File: config.mk
export PLATFORM = sky130hd
export DESIGN_NAME = branch_resolve_unit
export DESIGN_NICKNAME = d
export VERILOG_FILES = /design/src/rtl/branch_resolve_unit.sv
export SDC_FILE = /design/constraint.sdc
export NUM_CORES = 1
export LEC_CHECK = 0
export ABC_AREA = 1
export CORE_AREA = 2 2 151 139
export DETAILED_ROUTE_END_ITERATION = 6
export DIE_AREA = 0 0 153 141
export GPL_TIMING_DRIVEN = 0
export PLACE_DENSITY = 0.65
export SLEW_MARGIN = 20
export SYNTH_ARGS = -nofsm -noshare
export SYNTH_HDL_FRONTEND = slang
export SYNTH_SLANG_ARGS = --single-unit
File: constraint.sdc
create_clock -name clk -period 6.3 [get_ports clk]
set_clock_uncertainty 0.1 [all_clocks]
set_input_delay 1.26 -clock clk [delete_from_list [all_inputs] [get_ports clk]]
set_output_delay 1.26 -clock clk [all_outputs]
set_load 0.02 [all_outputs]
File: src/rtl/branch_resolve_unit.sv
// Execute-stage branch resolution: carries prediction and PC+4 through D/E, resolves the real outcome,
// drives predictor correction and flush request, and keeps saturating branch/mispredict counters.
module branch_resolve_unit #(
    parameter int XLEN  = 32,
    parameter int CNT_W = 32
) (
    input  logic             clk,
    input  logic             reset,
    input  logic             PredictF,
    input  logic [XLEN-1:0]  PCPlus4F,
    input  logic             StallD,
    input  logic             FlushD,
    input  logic             FlushE,
    input  logic             BranchE,
    input  logic             JumpE,
    input  logic             JalrE,
    input  logic             CondTakenE,
    input  logic [XLEN-1:0]  PCTargetE,
    output logic             Eval_branch,
    output logic             jalr,
    output logic [XLEN-1:0]  Act_Target,
    output logic             PCSrcE,
    output logic             StateUpdateEnable,
    output logic             FlushReq,
    output logic [CNT_W-1:0] BranchCount,
    output logic [CNT_W-1:0] MispredCount
);

    typedef enum logic {RUN = 1'b0, SHADOW = 1'b1} state_t;

    state_t            state_q, state_d;
    logic              valid_dst_q, valid_dst_d;
    logic              pred_dst_q, pred_dst_d;
    logic [XLEN-1:0]   pc4_dst_q, pc4_dst_d;
    logic              valid_est_q, valid_est_d;
    logic              pred_est_q, pred_est_d;
    logic [XLEN-1:0]   pc4_est_q, pc4_est_d;
    logic [CNT_W-1:0]  br_cnt_q, br_cnt_d;
    logic [CNT_W-1:0]  mis_cnt_q, mis_cnt_d;

    logic taken;
    logic live;
    logic eval_int;
    logic jalr_int;
    logic is_bj;

    // Everything is gated by live so the wrong-path slot after a redirect is fully inert.
    assign taken    = (BranchE & CondTakenE) | JumpE;
    assign live     = valid_est_q & (state_q == RUN);
    assign is_bj    = BranchE | JumpE;
    assign eval_int = live & is_bj & (pred_est_q != taken);
    assign jalr_int = live & JalrE;

    assign Eval_branch       = eval_int;
    assign jalr              = jalr_int;
    assign FlushReq          = eval_int | jalr_int;
    assign PCSrcE            = live & taken;
    assign StateUpdateEnable = live & BranchE;
    assign Act_Target        = !live ? '0 : ((jalr_int | taken) ? PCTargetE : pc4_est_q);
    assign BranchCount       = br_cnt_q;
    assign MispredCount      = mis_cnt_q;

    always_comb begin
        valid_dst_d = valid_dst_q;
        pred_dst_d  = pred_dst_q;
        pc4_dst_d   = pc4_dst_q;
        if (FlushD) begin
            valid_dst_d = 1'b0;
            pred_dst_d  = 1'b0;
        end else if (!StallD) begin
            valid_dst_d = 1'b1;
            pred_dst_d  = PredictF;
            pc4_dst_d   = PCPlus4F;
        end

        valid_est_d = valid_dst_q & ~FlushE;
        pred_est_d  = pred_dst_q & ~FlushE;
        pc4_est_d   = pc4_dst_q;

        state_d = state_q;
        case (state_q)
            RUN:     if (eval_int | jalr_int) state_d = SHADOW;
            SHADOW:  state_d = RUN;
            default: state_d = RUN;
        endcase

        br_cnt_d  = br_cnt_q;
        mis_cnt_d = mis_cnt_q;
        if (live && is_bj && (br_cnt_q != {CNT_W{1'b1}}))
            br_cnt_d = br_cnt_q + CNT_W'(1);
        if (eval_int && (mis_cnt_q != {CNT_W{1'b1}}))
            mis_cnt_d = mis_cnt_q + CNT_W'(1);
    end

    always_ff @(posedge clk or posedge reset) begin
        if (reset) begin
            state_q     <= RUN;
            valid_dst_q <= 1'b0;
            pred_dst_q  <= 1'b0;
            pc4_dst_q   <= '0;
            valid_est_q <= 1'b0;
            pred_est_q  <= 1'b0;
            pc4_est_q   <= '0;
            br_cnt_q    <= '0;
            mis_cnt_q   <= '0;
        end else begin
            state_q     <= state_d;
            valid_dst_q <= valid_dst_d;
            pred_dst_q  <= pred_dst_d;
            pc4_dst_q   <= pc4_dst_d;
            valid_est_q <= valid_est_d;
            pred_est_q  <= pred_est_d;
            pc4_est_q   <= pc4_est_d;
            br_cnt_q    <= br_cnt_d;
            mis_cnt_q   <= mis_cnt_d;
        end
    end

endmodule

# Word-level counts from Yosys, hierarchy flattened
# Cells that the tools add are included.
# totals
in_bits,74
out_inout_bits,101
wordCells,44
ff_bits,133
# op_classes
n_eq_ne,4
n_bitwise,17
addsub,2
n_mux,8
n_reduce_logical,4
# ops
operator,count
"adder 32 x 1 -> 32 bit, second input constant",2
two-way mux 32 bit,2
"inequality test 32 bit, second input constant",2
AND 1 bit,9
two-way mux 1 bit,5
NOT 1 bit,4
bitwise OR 1 bit,4
logical AND 1 bit,3
"inequality test 2 x 1 -> 1 bit, second input constant",1
case mux 1 bit (2 select lines),1
AND reduction 2 bit,1
inequality test 1 bit,1

# Logic depth before layout (Yosys ltp)
# logic_depth
depth_word,7
mapped_depth,11
mapped_depth_nobuf,10

# Worst setup path before layout
# Ideal clock, no wire load.
# synth_timing
path_kind,input to output
from,input BranchE
to,output Act_Target[10]
path_stages,6
n_path_buf,1
slack_ps,2753
t_required_ps,4940
arrival_time_ps,2187
cell_sequence,a21oi_1 > nand2_1 > inv_1 > buf_2 > nor2_1 > nor2_1
# synth_via
elab_chain_len,5
# synth_rtl
element,line,source
"start, declared",14,"input logic BranchE,"
AND 1 bit,48,assign taken = (BranchE & CondTakenE) | JumpE;
bitwise OR 1 bit,48,
bitwise OR 1 bit,59,assign Act_Target = !live ? '0 : ((jalr_int | taken) ? PCTargetE : pc4_est_q);
two-way mux 32 bit (2 in a row),59,
"end, declared",21,"output logic [XLEN-1:0] Act_Target,"
# Every way passes these cells.

# Worst setup path in the final report
# layout_timing
from,input BranchE
to,output Act_Target[17]
# The elaborated chain is that of the path after synthesis.

==> flow_summary.toml <==
[sta]
fin_crit_sh_pct = 76.0
setup_viol = 0
slew_headroom_pct = 68.0
rsz0062_at_grt = "no"
finalCriticalPeriod_ps = 4790
setup_slack_ps = 1510
worst_slew_pin_slew_ps = 478
finalMaxSlewViolations = 0
fmax_mhz = 209
hold_viol = 0
holdWs_ps = 266

[routing]
drtIter0Drc = 277
wirelength_mm = 18.4
wire_per_inst_um = 13.5
via_per_inst = 4.60
dr.pass1.iters = 7
drcViolationCount = 0
ant_nets = 0
vias = 6302

[pwr]
p_per_area_mw_per_mm2 = 244
p_leak_nw = 4.30
ir_drop_v = 0.000170

[global_routing]
grt_pass1_wl_mm = 30.7
grt_pass1_vias = 6092
antenna_found_initial = 0
overflow = 0
grt_use_total_pct = 17.6
grt_max_degree = 89

[critical_path]
reg2reg_from = "MispredCount[0]"
reg2reg_to = "MispredCount[12]"
cp.required_ps = 4940
rrSetupSlack_ps = 4200
path_max_fanout = 10
rr_worst_depth = 11
worst_setup_path_start_kind = "input pin"
critPathArrivalTime_ps = 3430
cp-end-kind = "output port"
crit_type = "in -> out"

[worst_hold_path]
worst_hold_path_type = "reg -> reg"
holdPathEnd = "pc4_est_q[4]"
holdCritStartpoint = "pc4_dst_q[4]"
min_path_cells = 0

[clock_tree]
cts_tree = "done"
cts_root_buf = "clkbuf_16"
clk_latency_ps = 430
h-tree-depth = 4
clockBufferDepth = 2
cts_setup_buffers = 0
path_clk_slew_ps = 70
cts_resized = 0
cts_hold_buf = 0
cts_made_buffers = 17
cts.sinks = 133

[run]
maxCapViolations = 0

[logic_synthesis]
synth_ff_type = "dfrtp_1"
synth_nets = 980
mappedNetlistArea_mm2 = 0.00690
synth_area_leaders = "dfrtp_1 (48%), nand2_1 (17%), nor2_1 (9.2%)"
synth-edff-count = 0
ys_async_sr_fraction_pct = 100
synth_seq_cells = 133
yosysTopAreaCellShare_pct = 48.3
synthCells = 904
synth.distinct_cells = 29
yosys-top-cells-count = "nand2_1 (321), nor2_1 (169), dfrtp_1 (133)"
seq_area_frac_synth_pct = 48.3
synth_area_per_cell_um2 = 7.63
synth_warnings = 0
post-synth-top-area-cell = "dfrtp_1"
synth_most_common_cell = "nand2_1"

[layout]
drive_above_1_share_pct = 9.00
n_fill_cell = 1978
area_growth_syn_to_layout_pct = 39.6
antenna_cells = 0
nNetsFinal = 1174

[placed_design]
place_ws_ps = 1480
port_buffers = 174
place.gp.congestion = 0.910
hpwl_mm = 14.0

[floorplan]
dieArea_mm2 = 0.0216
start_util_pct = 34.1
coreArea_mm2 = 0.0202
die_h_um = 141
num_rows = 50
io_pins = 175
chipWidth_um = 153

[outcome]
status = "finished, final reports clean"
==> cell families (layout without fill, tap and decap cells) <==
group	after synthesis	after routing	share of synthesized area, %
and+or+nand+nor	573	573	34.2
DFF	133	133	48.3
buffers and inverters	100	307	6.08
AOI/OAI and AO/OA	43	43	3.21
muxes	32	32	5.23
xor gates and xnor gates	21	21	2.67
adders and majority gates	2	2	0.363
==> sequential cells by signal, indices dropped and copies added, names as in the netlist <==
| register | cells |
|---|---|
| pc4_dst_q | 32 |
| valid_dst_q | 1 |
| pc4_est_q | 32 |
| pred_est_q | 1 |
| pred_dst_q | 1 |
| valid_est_q | 1 |
| BranchCount | 32 |
| MispredCount | 32 |
| state_q | 1 |
==> metal layers <==
metal | wire length (um) | GRT usage [%] | vias to the layer above | part of all wire, %
met2 | 8510 | 28.7 | 150 | 46
li1 | - | - | 3212 | -
met1 | 8660 | 23.4 | 2923 | 47
met5 | 0 | 0 | - | 0
met3 | 1050 | 4.21 | 17 | 5.7
met4 | 217 | 5.36 | 0 | 1.2
==> worst max-delay path by stage <==
stage                 start              to  slack (ps)  cells after the start
floorplan             reset  BranchCount[0]        1390                      1
global placement      reset     valid_est_q        -580                      2
detailed placement  BranchE  Act_Target[17]        1480                      8
CTS                 BranchE  Act_Target[17]        1450                      8
global route        BranchE  Act_Target[17]        1210                      8
finish              BranchE  Act_Target[17]        1510                      8
==> final cells by class <==
cell class              count  area [um^2]  share of cell area [%]
plain buffers              23          130                    1.35
multi-input cells         671         3150                    32.7
clock buffers              17          425                    4.42
repair buffers            175         1770                    18.4
flip-flops and latches    133         3330                    34.6
well taps                 260          325                    3.38
inverters                  77          297                    3.08
clock inverters            15          205                    2.13
==> power by group <==
| group | internal [mW] | switching, mW |
|---|---|---|
| registers | 0.936 | 0.0530 |
| clock network | 0.609 | 0.447 |
| logic | 0.154 | 0.150 |
==> through the flow <==
step / cell area, um^2 / total power, mW / util [%] / instances / setup TNS [ps]
after detailed placement: 9000 / 1.31 / 44.5 / 1339 / 0
after global placement: 8960 / 1.30 / 44.4 / 1338 / -76370
after global routing: 9630 / 2.45 / 47.6 / 1371 / 0
final: 9630 / 2.35 / 47.6 / 1371 / 0
after CTS: 9630 / 2.37 / 47.6 / 1371 / 0
after floorplan: 6900 / 1.16 / - / 904 / 0
==> cell usage in the layout (no fill, tap or decap), types with 3 or more instances in the layout <==
cell             instances
clkdlybuf4s50_1        174
inv_6                    4
dfrtp_1                133
clkbuf_1                 7
a21oi_1                  5
nand4_1                 17
o21ai_0                 36
clkbuf_16               17
nand2_1                321
inv_8                    5
inv_1                   74
nand2_2                  4
nand3_1                 39
nand3b_1                 9
mux2_2                  32
xor2_1                  14
nor2_2                   5
clkinv_8                 3
xnor2_1                  7
buf_2                   11
buf_6                    3
nor2_1                 169
==> worst max-delay path, cell delays in order <==
cell             delay, ps
clkdlybuf4s50_1        440
a21oi_1                200
nand2_1                200
inv_1                  200
buf_2                  260
nor2_1                  60
nor2_1                 140
clkdlybuf4s50_1        660
No activity file was read; power rests on OpenSTA's default activity.
